===== src/rtl/stream_pkg.sv =====
// Shared definitions for the stream blocks (FIFO, width transformer).
// Data width helper plus handshake encodings used by all stream interfaces.
package stream_pkg;

    localparam int unsigned STREAM_DEXP_DEFAULT = 0;
    localparam int unsigned STREAM_AEXP_DEFAULT = 4;

    localparam logic STREAM_VLD_ON = 1'b1;
    localparam logic STREAM_RDY_ON = 1'b1;

    function automatic int unsigned DW(input int unsigned dexp);
        return 32'd8 << dexp;
    endfunction

endpackage


===== src/rtl/stream_fifo_ram.sv =====
// Simple dual-port RAM, one write port and one registered read port.
// Latency: read data valid one edge after i_re. Backpressure: none, caller gates i_we/i_re.
// Kept separate so vendor tools infer block RAM without the FIFO control logic around it.
module stream_fifo_ram #(
    parameter int unsigned DW   = 8,
    parameter int unsigned AEXP = 4
) (
    input  logic            clk,
    input  logic            rstn,
    input  logic            i_we,
    input  logic [AEXP-1:0] i_waddr,
    input  logic [DW-1:0]   i_wdata,
    input  logic            i_re,
    input  logic [AEXP-1:0] i_raddr,
    output logic [DW-1:0]   o_rdata
);

    logic [DW-1:0] r_mem [2**AEXP];
    logic [DW-1:0] r_rdata;

    always_ff @(posedge clk) begin
        if (i_we) begin
            r_mem[i_waddr] <= i_wdata;
        end
    end

    // The read register doubles as the FIFO output register, so it must reset to zero.
    always_ff @(posedge clk or negedge rstn) begin
        if (!rstn) begin
            r_rdata <= '0;
        end else if (i_re) begin
            r_rdata <= r_mem[i_raddr];
        end
    end

    assign o_rdata = r_rdata;

endmodule


===== src/rtl/stream_sync_fifo.sv =====
// Single-clock FWFT stream FIFO, capacity 2**AEXP words in RAM plus one output register.
// Latency: word accepted at edge k is presented with otvalid after edge k+1.
// Backpressure: itready drops when the RAM is full; output holds steady while otready is low.
module stream_sync_fifo
    import stream_pkg::*;
#(
    parameter int unsigned DEXP = 0,
    parameter int unsigned AEXP = 4
) (
    input  logic                  clk,
    input  logic                  rstn,
    input  logic                  itvalid,
    output logic                  itready,
    input  logic [DW(DEXP)-1:0]   itdata,
    output logic                  otvalid,
    input  logic                  otready,
    output logic [DW(DEXP)-1:0]   otdata,
    output logic [AEXP+1:0]       level
);

    localparam int unsigned W = DW(DEXP);

    logic [AEXP:0] r_wptr;
    logic [AEXP:0] r_rptr;
    logic          r_otvalid;

    logic          w_ram_empty;
    logic          w_ram_full;
    logic          w_wr;
    logic          w_load;
    logic [AEXP:0] w_used;
    logic [W-1:0]  w_rdata;

    // Flags come only from registered pointers: no same-edge read/write address collision.
    assign w_ram_empty = (r_wptr == r_rptr);
    assign w_ram_full  = (r_wptr[AEXP] != r_rptr[AEXP]) &&
                         (r_wptr[AEXP-1:0] == r_rptr[AEXP-1:0]);

    assign itready = rstn & ~w_ram_full;
    assign w_wr    = itvalid & itready;
    assign w_load  = ~w_ram_empty & (~r_otvalid | otready);

    always_ff @(posedge clk or negedge rstn) begin
        if (!rstn) begin
            r_wptr <= '0;
        end else if (w_wr) begin
            r_wptr <= r_wptr + 1'b1;
        end
    end

    always_ff @(posedge clk or negedge rstn) begin
        if (!rstn) begin
            r_rptr <= '0;
        end else if (w_load) begin
            r_rptr <= r_rptr + 1'b1;
        end
    end

    always_ff @(posedge clk or negedge rstn) begin
        if (!rstn) begin
            r_otvalid <= 1'b0;
        end else if (w_load) begin
            r_otvalid <= 1'b1;
        end else if (r_otvalid && otready) begin
            r_otvalid <= 1'b0;
        end
    end

    stream_fifo_ram #(
        .DW   (W),
        .AEXP (AEXP)
    ) u_ram (
        .clk     (clk),
        .rstn    (rstn),
        .i_we    (w_wr),
        .i_waddr (r_wptr[AEXP-1:0]),
        .i_wdata (itdata),
        .i_re    (w_load),
        .i_raddr (r_rptr[AEXP-1:0]),
        .o_rdata (w_rdata)
    );

    assign otvalid = r_otvalid;
    assign otdata  = w_rdata;

    assign w_used = r_wptr - r_rptr;
    assign level  = {1'b0, w_used} + {{(AEXP+1){1'b0}}, r_otvalid};

endmodule


===== config.mk =====
export PLATFORM = sky130hd
export DESIGN_NAME = stream_sync_fifo
export DESIGN_NICKNAME = d
export VERILOG_FILES = /design/src/rtl/stream_pkg.sv /design/src/rtl/stream_fifo_ram.sv /design/src/rtl/stream_sync_fifo.sv
export SDC_FILE = /design/constraint.sdc
export NUM_CORES = 1
export LEC_CHECK = 0
export ABC_AREA = 1
export CAP_MARGIN = 20
export CORE_AREA = 2 2 113 115
export CTS_BUF_LIST = sky130_fd_sc_hd__clkbuf_16
export DETAILED_ROUTE_END_ITERATION = 16
export DIE_AREA = 0 0 115 117
export GPL_TIMING_DRIVEN = 0
export MAX_ROUTING_LAYER = met4
export PLACE_DENSITY_LB_ADDON = 0.1
export SLEW_MARGIN = 30
export SYNTH_ARGS = -nofsm -noshare
export SYNTH_HDL_FRONTEND = slang
export SYNTH_SLANG_ARGS = --single-unit

===== constraint.sdc =====
create_clock -name clk -period 2.35 [get_ports clk]
set_clock_uncertainty 0.15 [all_clocks]
set_input_delay 0.3525 -clock clk [delete_from_list [all_inputs] [get_ports clk]]
set_output_delay 0.3525 -clock clk [all_outputs]
set_load 0.05 [all_outputs]

==> flow_metrics.py, run 1 <==
metrics = {
    "status": {
        "status": "complete, but fails checks",
        "failed_checks": "negative setup slack",
    },
    "yosys": {
        "avgSynthCellArea_um2": 10.3,
        "synthesis.nets": 667,
        "ys_seq_area_share_pct": 65.2,
        "synth-seq-cells": 147,
        "yosysTopAreaCell": "edfxtp_1",
        "ys_top_cells_by_area": "edfxtp_1 58%, nand2_1 10%, dfrtp_1 7.2%, nand3_1 7.2%, inv_1 5.3%",
        "syn_area_um2": 6620,
        "synth_top_area_share_pct": 58.0,
        "syn_inst": 643,
        "yosysWarnings": 0,
        "synth.distinct_cells": 23,
    },
    "worst_setup_path": {
        "arrival_ns": 2.27,
        "critPathBufInv": 4,
        "startpoint_type": "flip-flop",
        "cp_max_fo": 2,
        "critPathLaunch": "r_wptr[0]$_DFFE_PN0P_",
        "cpPeakStageDelay_ns": 0.57,
        "critPathRequiredTime_ns": 1.85,
        "slowest_stage": "fa_2",
        "critPathKind": "reg -> out",
        "path_cells": "inv_2 -> ha_4 -> inv_2 -> fa_2 -> ha_4 -> inv_6 -> nor2_4 -> nand2_1 -> nand2_2 -> nand2_4 -> buf_8",
        "end_kind": "primary output",
        "crit_family": "adder cells",
        "r2r_start": "r_wptr[0]$_DFFE_PN0P_",
    },
    "die": {
        "row_count": 41,
        "start_util_pct": 53.8,
        "pin_count": 28,
        "core_area_um2": 12300,
        "die_x_um": 115,
        "fp.dieH_um": 117,
        "dieArea_um2": 13500,
    },
    "global_routing": {
        "grt_pass1_wl_um": 24500,
        "grt_pass1_vias": 4543,
        "grt_use_total_pct": 26.2,
        "gr-total-overflow": 0,
        "antenna_found_initial": 0,
        "grt_max_degree": 21,
    },
    "timing": {
        "period_share_pct": 118,
        "hold_slack_ns": 0.257,
        "maxSlewHeadroom_pct": 41.1,
        "fin_setup_tns_ns": -11.77,
        "max_freq_mhz": 360,
        "rsz0062_at_grt": "yes",
        "slew_violations": 0,
        "timing.final.ws_setup_ns": -0.426,
        "finalSetupViolCount": 69,
        "fin_crit_ns": 2.78,
        "worst_slew_pin_slew_ns": 0.881,
        "hold_viol": 0,
    },
    "clocking": {
        "cts.htree.levels": 4,
        "insertion_delay_ns": 0.42,
        "cts.sinks": 147,
        "cts_buffers": 17,
        "path_clk_slew_ns": 0.06,
        "cts_root_buffer": "clkbuf_16",
        "cts.path.max_buffers": 2,
        "cts_tree": "yes",
    },
    "drt": {
        "post-route-drc-count": 0,
        "antenna_left": 0,
        "avgRoutedWirePerCell_um": 18.0,
        "dr.pass1.iters": 4,
        "vias_per_cell": 5.25,
        "drt-initial-drc-count": 385,
        "vias": 4588,
        "drt_wl_total_um": 15800,
    },
    "place": {
        "io_buffer_count": 27,
        "place_inst": 820,
        "placed_cell_area_um2": 7370,
        "dp_hpwl_um": 10300,
        "gp_congestion": 0.856,
    },
    "layout": {
        "num_antenna_cells": 0,
        "area_delta_synth_final_pct": 24.9,
        "fin_cells": 874,
        "final_area_um2": 8270,
        "drive_gt1_share_pct": 19.2,
        "utilization_pct": 67.2,
        "fin_nets": 735,
    },
    "pwr": {
        "p_int_mw": 7.18,
        "vdd_drop_max_mv": 3.58,
        "p_comb_share_pct": 52.2,
        "power.static_leakage_nw": 3.45,
        "pwr-share-clk_pct": 21.2,
        "seqPwrFrac_pct": 26.5,
        "p_sw_share_pct": 42.3,
        "switchingPower_mw": 5.26,
        "p_per_area_nw_per_um2": 1500,
    },
    "run": {
        "maxCapViolCount": 0,
    },
    "hold_path": {
        "hp-class": "in -> async",
    },
}
layout by cell type, fill, tap and decap left out, types with 4 or more instances in the layout:
| master | synthesis | final |
|---|---|---|
| ha_1 | 11 | 5 |
| o21ai_0 | 6 | 6 |
| clkdlybuf4s50_1 | 0 | 19 |
| edfxtp_1 | 128 | 128 |
| a21oi_1 | 18 | 17 |
| ha_4 | 0 | 6 |
| nand3_1 | 95 | 94 |
| nand2_4 | 4 | 6 |
| buf_6 | 3 | 10 |
| nand2_2 | 5 | 7 |
| nand2_1 | 178 | 172 |
| inv_1 | 94 | 93 |
| nor2_1 | 37 | 18 |
| inv_2 | 5 | 6 |
| buf_2 | 16 | 15 |
| buf_4 | 4 | 22 |
| xor2_1 | 10 | 7 |
| dfrtp_1 | 19 | 18 |
| nor2_4 | 1 | 19 |
| clkbuf_16 | 0 | 17 |
| clkinv_1 | 1 | 4 |
area by class of cell:
type	count	area, um^2
Multi-Input combinational cell	369	2120
Fill cell	951	4040
Clock inverter	15	151
Clock buffer	17	425
Tap cell	150	188
Timing Repair Buffer	50	490
Inverter	101	407
Sequential cell	147	4320
Buffer	25	168
flip-flops by register name, summed over array words and instances, names as in the netlist:
| name | cells |
|---|---|
| u_ram.r_mem | 128 |
| otvalid | 1 |
| u_ram.o_rdata | 8 |
| r_rptr | 5 |
| r_wptr | 5 |
stage by stage:
step	total power, mW	setup slack [ns]
2_1_floorplan	7.47	-0.0577
3_3_place_gp	8.83	-0.851
3_5_place_dp	8.92	-0.858
4_1_cts	12.3	-0.443
5_1_grt	13.1	-0.501
6_report	12.4	-0.426
path summary, 6_finish.rpt:
check | end | slack (ns) | cells after the start
worst max-delay path | level[4] | -0.43 | 11
worst min-delay path | r_rptr[4]$_DFFE_PN0P_ | 0.26 | 2
worst max register to register | u_ram.r_mem[10][4]$_DFFE_PP_ | -0.23 | 14
worst min register to register | u_ram.o_rdata[2]$_DFFE_PN0P_ | 0.40 | 2
max in group asynchronous | r_rptr[0]$_DFFE_PN0P_ | 1.53 | 2
min in group clk | u_ram.o_rdata[2]$_DFFE_PN0P_ | 0.40 | 2
worst reg2reg max path: cells and delay by family (launching register included):
kind / cells / cell delay [ns]
fa+ha+maj: 1 / 0.24
buf+inv: 11 / 1.29
flops: 1 / 0.38
simple gates: 2 / 0.25
cell usage after synthesis:
| master | count |
|---|---|
| xor2_1 | 10 |
| clkbuf_1 | 3 |
| nor2_1 | 37 |
| buf_2 | 16 |
| nand2_4 | 4 |
| clkinv_1 | 1 |
| inv_1 | 94 |
| buf_4 | 4 |
| xnor2_1 | 2 |
| inv_2 | 5 |
| o21ai_0 | 6 |
| buf_6 | 3 |
| nand2_1 | 178 |
| ha_1 | 11 |
| edfxtp_1 | 128 |
| dfrtp_1 | 19 |
| nand3_1 | 95 |
| nor2_4 | 1 |
| fa_1 | 1 |
| inv_6 | 1 |
| nand2_2 | 5 |
| a21oi_1 | 18 |
| a21boi_2 | 1 |
power by group through the flow:
| stage | Clock, mW | Sequential (mW) | Combinational [mW] |
|---|---|---|---|
| 2_1_floorplan | 0 | 3.56 | 3.90 |
| 3_3_place_gp | 0 | 3.34 | 5.49 |
| 3_5_place_dp | 0 | 3.35 | 5.57 |
| 4_1_cts | 2.66 | 3.29 | 6.34 |
| 5_1_grt | 2.78 | 3.32 | 7.00 |
| 6_report | 2.64 | 3.30 | 6.50 |
repair_timing:
action / 4_1_cts / 5_1_grt
setup endpoints to repair: 127 / 135
endpoints found under the hold margin: 19 / 0
pin swaps: 11 / 10
gates resized for setup: 71 / 8
gates cloned: 0 / 0
setup buffers: 17 / 7
hold buffers: 1 / 0
cell families (layout without fill, tap and decap cells):
| kind of cell | after synthesis | count (layout) | synth area share (%) |
|---|---|---|---|
| and+or+nand+nor | 320 | 320 | 20.7 |
| buffers and inverters | 127 | 208 | 8.14 |
| adders and majority gates | 12 | 12 | 2.38 |
| DFF | 147 | 147 | 65.2 |
| AOI/OAI and AO/OA | 25 | 25 | 1.98 |
| xor gates and xnor gates | 12 | 12 | 1.59 |
metal layers:
metal	part of all wire (%)	up-vias	track usage [%]
li1	-	2223	-
met5	0	-	-
met3	5.7	27	5.41
met2	49	155	40.7
met1	43	2183	34.3
met4	2.3	0	9.88
Note: power is estimated with default switching activity, not from simulation.
==> inputs of run 2 (changes only) <==
Settings changed: TNS_END_PERCENT from default to 1.
==> run 2 against run 1 <==
  * The run still ends with negative setup slack left
  * Routed wire length down 0.16%
  * Maximum frequency down 0.82%
  * Sequential cell count unchanged
  * Non-clock buffer count down 8
  * Cell count down 0.92%
  * Critical path depth unchanged
==> flow_metrics.py, run 2 (synthesis results as in run 1) <==
metrics = {
    "die": {
        "dieArea_um2": 13500,
        "fp.dieH_um": 117,
        "pin_count": 28,
        "start_util_pct": 53.8,
        "die_x_um": 115,
        "row_count": 41,
        "core_area_um2": 12300,
    },
    "worst_setup_path": {
        "cp_max_fo": 2,
        "end_kind": "primary output",
        "slowest_stage": "fa_2",
        "r2r_start": "r_wptr[0]$_DFFE_PN0P_",
        "rr_endpoint": "u_ram.r_mem[10][6]$_DFFE_PP_",
        "startpoint_type": "flip-flop",
        "r2r_setup_slack_ns": -0.30,
        "cpPeakStageDelay_ns": 0.57,
        "critPathKind": "reg -> out",
        "arrival_ns": 2.30,
        "reg2reg_depth": 15,
        "path_depth": 11,
        "critPathRequiredTime_ns": 1.85,
        "crit_family": "adder cells",
        "path_cells": "inv_2 -> ha_4 -> inv_2 -> fa_2 -> ha_4 -> inv_4 -> nor2_4 -> nand2_2 -> nand2_2 -> nand2_4 -> buf_8",
        "critPathBufInv": 4,
    },
    "global_routing": {
        "antenna_found_initial": 0,
        "grt_pass1_vias": 4484,
        "grt_pass1_wl_um": 23900,
        "grt_use_total_pct": 25.8,
        "gr-total-overflow": 0,
        "grt_max_degree": 21,
    },
    "run": {
        "maxCapViolCount": 0,
    },
    "timing": {
        "maxSlewHeadroom_pct": 35.0,
        "finalSetupViolCount": 71,
        "fin_setup_tns_ns": -17.21,
        "timing.final.ws_setup_ns": -0.449,
        "rsz0062_at_grt": "yes",
        "period_share_pct": 119,
        "hold_viol": 0,
        "worst_slew_pin_slew_ns": 0.973,
        "max_freq_mhz": 357,
        "fin_crit_ns": 2.80,
        "slew_violations": 0,
    },
    "clocking": {
        "cts_buffers": 17,
        "cts_tree": "yes",
        "insertion_delay_ns": 0.42,
        "path_clk_slew_ns": 0.06,
        "cts_root_buffer": "clkbuf_16",
        "cts.sinks": 147,
        "cts.path.max_buffers": 2,
        "cts.htree.levels": 4,
    },
    "hold_path": {
        "worstHoldStart": "rstn",
        "holdPathEnd": "r_wptr[0]$_DFFE_PN0P_",
        "holdPathStages": 4,
        "hp-class": "in -> reg",
    },
    "layout": {
        "final_common_cell": "nand2_1",
        "num_antenna_cells": 0,
        "top_register": "u_ram.r_mem",
        "fin_cells": 866,
        "final_cell_mix": "171 x nand2_1, 128 x edfxtp_1, 94 x nand3_1",
        "drive_gt1_share_pct": 18.7,
        "area_delta_synth_final_pct": 24.4,
        "largest_register_ffs": 128,
        "fin_nets": 727,
        "final_area_um2": 8240,
    },
    "place": {
        "io_buffer_count": 27,
        "gp_congestion": 0.847,
        "dp_hpwl_um": 10400,
        "placed_cell_area_um2": 7370,
        "pre_cts_ws_ns": -0.932,
        "place_inst": 820,
    },
    "drt": {
        "dr.pass1.iters": 5,
        "vias": 4592,
        "vias_per_cell": 5.30,
        "antenna_left": 0,
        "avgRoutedWirePerCell_um": 18.2,
        "drt-initial-drc-count": 405,
        "drt_wl_total_um": 15700,
        "post-route-drc-count": 0,
    },
    "status": {
        "failed_checks": "negative setup slack",
        "status": "complete, but fails checks",
    },
    "pwr": {
        "power.static_leakage_nw": 3.41,
        "vdd_drop_max_mv": 3.70,
        "p_per_area_nw_per_um2": 1530,
        "power_mw": 12.6,
    },
}
[run 2: changes by cell type in the layout (fill, tap and decap cells not counted), moves of 3 or more]
cell and delta:
buf_4 -6, buf_8 +3, buf_12 -3, inv_1 -3, buf_6 -3
[run 2: worst reg2reg max path, stage by stage (launching register included)]
cell and delay (ns):
dfrtp_1 0.38, inv_2 0.07, buf_4 0.13, buf_4 0.12, buf_4 0.12, buf_4 0.12
buf_4 0.12, buf_4 0.12, buf_4 0.12, buf_4 0.12, buf_4 0.12, buf_4 0.12
buf_6 0.12, ha_1 0.22, nand2_4 0.15, nor2_4 0.10
[run 2: stage by stage]
step / utilization, % / hold WS [ns]
after floorplan: - / -0.0931
after global placement: 59.9 / 0.371
after detailed placement: 59.9 / 0.378
after CTS: 66.6 / 0.0722
after global routing: 66.9 / 0.309
final: 66.9 / 0.301
[run 2: timing repair]
action / in CTS / in global routing
buffers inserted: 13 / 1
hold endpoints to repair: 0 / 19
pin swaps: 11 / 9
hold buffers: 0 / 1
setup endpoints to repair: 135 / 127
cloned: 0 / 0
gates resized for setup: 70 / 10
[run 2: worst max-delay path by stage]
stage / startpoint / to
4_1_cts: r_wptr[0]$_DFFE_PN0P_ / level[4]
3_5_place_dp: r_wptr[0]$_DFFE_PN0P_ / level[4]
6_report: r_wptr[0]$_DFFE_PN0P_ / level[4]
3_3_place_gp: r_wptr[0]$_DFFE_PN0P_ / level[4]
5_1_grt: r_wptr[0]$_DFFE_PN0P_ / level[4]
2_1_floorplan: r_rptr[1]$_DFFE_PN0P_ / u_ram.r_mem[4][0]$_DFFE_PP_
[run 2: report_power, final]
part	internal, mW	switching, mW	total (mW)	leakage (nW)
clock	1.76	1.04	2.81	0.296
sequential	3.12	0.181	3.30	1.38
combinational	2.39	4.09	6.48	1.74
total	7.27	5.31	12.6	3.41
[run 2: layer usage]
metal | track usage [%] | routed length [um]
met1 | 32.3 | 6320
met2 | 40.0 | 7570
met3 | 6.39 | 1340
met4 | 11.8 | 517
met5 | - | 0
[run 2: cell type report]
class	count	area, um^2
clock buffers	17	425
well taps	150	188
multi-input cells	369	2130
clock inverters	15	188
inverters	101	409
flip-flops and latches	147	4320
fillers	920	4080
plain buffers	25	168
repair buffers	42	403
==> variant 1, RTL diff (flow settings as in run 1) <==
`AEXP` is set to 4 in 2 places; all go to 3.
--- a/src/rtl/stream_fifo_ram.sv
+++ b/src/rtl/stream_fifo_ram.sv
@@ -5,3 +5,3 @@
     parameter int unsigned DW   = 8,
-    parameter int unsigned AEXP = 4
+    parameter int unsigned AEXP = 3
 ) (
--- a/src/rtl/stream_sync_fifo.sv
+++ b/src/rtl/stream_sync_fifo.sv
@@ -7,3 +7,3 @@
     parameter int unsigned DEXP = 0,
-    parameter int unsigned AEXP = 4
+    parameter int unsigned AEXP = 3
 ) (
Interface: changed (resized level); port bits go from 28 to 27. No check against the original RTL was run, so the function may have changed too.
==> variant 1 against run 1 <==
Critical endpoint unchanged. Total power decreased by 40%. Clock power decreased by 53%. Sequential cell count decreased by 66. Maximum frequency increased by 7.1%. Routed wire length decreased by 39%. Critical path depth decreased by 3. Area after synthesis decreased by 43%. Worst setup slack improved by 0.18 ns. Final area decreased by 40%. The run still ends with setup timing left. Largest power group unchanged.
==> variant 1: results (changes against run 1) <==
| Metric | Value |
|---|---|
| Post-Syn Nets | 402 (was 667) |
| Failing checks | setup timing (unchanged) |
| Leak pwr | 2.114 nW (was 3.452 nW) |
| Worst r2r dst | u_ram.r_mem[6][3] (was u_ram.r_mem[10][4]) |
| Placed cells | 558 (was 820) |
| Register-to-register setup slack | 0.09 ns (was -0.23 ns) |
| Crit path arrival time | 2.09 ns (was 2.27 ns) |
| Placement Setup Slack | -0.8581 ns (was -0.8576 ns) |
| Vias in the first global route | 2688 (was 4543) |
| Synth top cells by count | nand2_1, edfxtp_1, inv_1 (was nand2_1, edfxtp_1, nand3_1) |
| Met2 Track Usage GR | 26.51% (was 40.67%) |
| Final setup viols | 4 (was 69) |
| Ys Warns | 0 (unchanged) |
| Async set-reset flop share out of synthesis | 20.99% (was 12.93%) |
| Reg2reg path depth | 11 (was 14) |
| Met3 WL post-DR | 224 µm (was 903 µm) |
| Setup TNS | -0.6871 ns (was -11.77 ns) |
| Dpl cell area | 4307 µm² (was 7368 µm²) |
| Final Non-Filler Cells | 593 (was 874) |
| Top post-synthesis cells by area | edfxtp_1, nand2_1, dfrtp_1, nand3_1, inv_1 (unchanged) |
| Metal-1 WL | 4304 µm (was 6809 µm) |
| Antenna cells | 0 (unchanged) |
| WL final | 9546 µm (was 15770 µm) |
| # port buffers | 26 (was 27) |
| # fillers | 1194 (was 951) |
| DR vias | 2647 (was 4588) |
| Status | complete, but fails checks (unchanged) |
| Min Hold Slack | 0.04962 ns (was 0.2568 ns) |
| Worst vdd ir | 593.1 µV (was 3579 µV) |
| Worst-skew pair later-pin latency | 0.33 ns (was 0.42 ns) |
| Final setup margin | -0.2409 ns (was -0.4257 ns) |
| Largest register FFs | 64 (was 128) |
| Dpl hpwl | 5848 µm (was 10270 µm) |
| Largest net degree at the start of global routing | 18 (was 21) |
| Synth Instances | 382 (was 643) |
| Distinct cell type count after synthesis | 28 (was 23) |
| RD Place Congestion | 0.7313 (was 0.8564) |
| Met2 wire len | 4855 µm (was 7702 µm) |
| Met3 GRT Util | 2.163% (was 5.407%) |
| Share of layout cells above drive strength 1 | 22.12% (was 19.20%) |
| H-tree Lvls | 3 (was 4) |
| First-pass GRT wire length | 14930 µm (was 24480 µm) |
| Final nets | 458 (was 735) |
| Max transition margin | 66.80% (was 41.06%) |
| Worst reg2reg path startpoint | r_rptr[1] (was r_wptr[0]) |
| Total GRT Usage | 16.01% (was 26.16%) |
| Initial drt markers | 152 (was 385) |
| Largest stage delay, worst path | 0.55 ns (was 0.57 ns) |
## variant 1: changes by cell type in the layout (fill, tap and decap cells not counted), moves of 6 or more
cell,delta
nand3_2,+8
a21oi_1,-17
nor2_1,-15
buf_4,-6
inv_1,-38
edfxtp_1,-64
buf_6,-6
nand2_1,-51
nand3_1,-48
nor2_4,-10
clkbuf_16,-8
buf_2,-7
## variant 1: cell type report
| type | count | area (µm²) | area share (%) |
|---|---|---|---|
| Tap cell | 150 | 187.7 | 3.794 |
| Multi-Input combinational cell | 224 | 1296 | 26.20 |
| Timing Repair Buffer | 45 | 490.5 | 9.914 |
| Sequential cell | 81 | 2349 | 47.47 |
| Clock inverter | 7 | 37.54 | 0.7587 |
| Inverter | 62 | 247.7 | 5.008 |
| Buffer | 15 | 113.9 | 2.301 |
| Clock buffer | 9 | 225.2 | 4.552 |
## variant 1: cells by family (layout without fill, tap and decap cells)
family	count (synthesis)	count (layout)	synth area share (%)
buffers and inverters	77	138	8.701
DFF	81	81	61.83
AOI/OAI and AO/OA	7	7	1.186
adders and majority gates	8	8	2.834
and+or+nand+nor	204	204	24.29
xor gates and xnor gates	5	5	1.154
## variant 1: where the power goes
| group | total, mW | leakage, nW | internal (mW) | switching, mW |
|---|---|---|---|---|
| Clock | 1.24 | 0.118 | 0.700 | 0.538 |
| Sequential | 1.92 | 0.783 | 1.79 | 0.132 |
| Combinational | 4.35 | 1.21 | 1.62 | 2.73 |
| Total | 7.51 | 2.11 | 4.10 | 3.40 |
## variant 1: what timing repair did
action | in CTS | in global routing
endpoints found under the hold margin | 17 | 0
hold buffers | 1 | 0
setup endpoints to repair | 70 | 21
buffers inserted | 16 | 2
gates resized for setup | 69 | 4
pin swaps | 11 | 4
==> variant 2, RTL diff (config.mk and constraints of run 1) <==
Made on the original files. Put a register stage on the output `level`, cleared by the reset. The value now appears one clock later. The other outputs are not delayed to match.
--- a/src/rtl/stream_sync_fifo.sv
+++ b/src/rtl/stream_sync_fifo.sv
@@ -86,3 +86,9 @@
     assign w_used = r_wptr - r_rptr;
-    assign level  = {1'b0, w_used} + {{(AEXP+1){1'b0}}, r_otvalid};
+    always_ff @(posedge clk or negedge rstn) begin
+        if (!rstn) begin
+            level <= '0;
+        end else begin
+            level <= {1'b0, w_used} + {{(AEXP+1){1'b0}}, r_otvalid};
+        end
+    end
 
Check against the original RTL: not equivalent (Yosys sat finds a counterexample within 4 cycles, from zero or initial values and one cycle with rstn low).
==> variant 2 against run 1 <==
Worst setup slack better by 0.49 ns. Sequential cell count grew 6. Largest cell class unchanged. Total power shrank 13%. Area after synthesis grew 1.9%. Register-to-register slack better by 0.34 ns. Routed wire length shrank 1.2%. Sequential power grew 6.1%. Final area is 0.11% higher.
==> variant 2: results (changes against run 1) <==
| Metric | Value |
|---|---|
| Status | complete, no violations (was complete, but fails checks) |
| Largest stage delay, worst path | 0.38 ns (was 0.57 ns) |
| DR vias/cell | 5.205 (was 5.249) |
| RD Place Congestion | 0.8605 (was 0.8564) |
| Detailed-route wire length per cell | 17.76 µm (was 18.05 µm) |
| Met2 wire len | 7579 µm (was 7702 µm) |
| Slowest-stage cell, CP | dfrtp_1 (was fa_2) |
| Async set-reset flop share out of synthesis | 16.34% (was 12.93%) |
| Slew @ Worst Pin | 0.7954 ns (was 0.8814 ns) |
| Synth top cells by count | nand2_1, edfxtp_1, nand3_1 (unchanged) |
| Crit path arrival time | 1.78 ns (was 2.27 ns) |
| Distinct cell type count after synthesis | 25 (was 23) |
| Crit Path Max Fanout | 7 (was 2) |
| Pwr Total | 10.83 mW (was 12.44 mW) |
| Leak pwr | 3.473 nW (was 3.452 nW) |
| Share of layout cells above drive strength 1 | 16.23% (was 19.20%) |
| Largest net degree at the start of global routing | 26 (was 21) |
| Final nets | 738 (was 735) |
| CP top delay family | buffers and inverters (was adder cells) |
| Post-Syn Nets | 670 (was 667) |
| Dpl hpwl | 9994 µm (was 10270 µm) |
| Comb power frac | 42.3% (was 52.2%) |
| Total GRT Usage | 25.26% (was 26.16%) |
| Met3 WL post-DR | 721 µm (was 903 µm) |
| First-pass GRT wire length | 23450 µm (was 24480 µm) |
| Worst reg2reg path startpoint | r_rptr[1] (was r_wptr[0]) |
## variant 2: cell count changes in the layout (fill, tap and decap cells not counted), moves of 4 or more
| cell | change |
|---|---|
| buf_6 | -6 |
| clkdlybuf4s50_1 | +6 |
| dfrtp_1 | +6 |
| ha_4 | -4 |
| nand2_1 | +6 |
| nand2_2 | -5 |
| nand2_4 | -4 |
| nor2_1 | -4 |
| nor2_2 | +8 |
## variant 2: metal layers
| metal | up-vias | GRT usage, % |
|---|---|---|
| li1 | 2241 | - |
| met1 | 2175 | 33.29 |
| met2 | 122 | 39.10 |
| met3 | 27 | 5.407 |
| met4 | 0 | 9.317 |
| met5 | - | - |
## variant 2: path summary, 6_finish.rpt
path,to,cells after the start
min in group clk,r_rptr[3],1
max,itready,8
min,level[4],3
min reg2reg,r_rptr[3],1
max reg2reg,u_ram.r_mem[1][1],11
max in group asynchronous,r_rptr[3],3
## variant 2: worst register-to-register path, cell delays in order (launching register included)
cell,delay (ns)
dfrtp_1,0.38
buf_6,0.14
inv_8,0.07
buf_12,0.11
ha_4,0.19
nand2_2,0.07
nor2_4,0.04
a21boi_4,0.17
nand2_4,0.11
clkinv_8,0.11
nand2_8,0.10
nor2_4,0.27
## variant 2: logic make-up after synthesis
logic type               after synthesis  share of synthesized area [%]
AO/OA/AOI/OAI                         24                          1.929
XOR/XNOR                              12                          1.558
flip-flops                           153                          66.25
adder cells (fa/ha/maj)               12                          2.337
buffers and inverters                125                          7.734
AND/OR/NAND/NOR                      320                          20.20
## variant 2: per-stage QoR
step,cell area (µm²),setup TNS [ns],setup slack (ns),std cells,hold slack [ns]
after floorplan,6968,-7.466,-0.07994,646,-0.09309
after global placement,7426,-102.83,-1.025,823,0.3702
after detailed placement,7421,-5.835,-0.2712,823,0.2561
after CTS,8159,0,0.004715,863,0.3001
after global routing,8282,0,0.01049,877,0.3254
final,8282,0,0.06395,877,0.3015
## variant 2: timing repair
item                       CTS  global route
gates resized for setup     13             5
buffers inserted             6            13
setup endpoints to repair  121           122
hold buffers                 2             0
pin swaps                    5             3
gates cloned                 0             1
hold endpoints to repair    25             0
## variant 2: layout make-up
| class | instances | area [µm²] |
|---|---|---|
| clock inverters | 15 | 168.9 |
| flip-flops and latches | 153 | 4471 |
| fillers | 970 | 4030 |
| plain buffers | 24 | 158.9 |
| multi-input cells | 368 | 1976 |
| repair inverters | 1 | 8.758 |
| inverters | 101 | 409.1 |
| well taps | 150 | 187.7 |
| clock buffers | 17 | 425.4 |
| repair buffers | 48 | 476.7 |
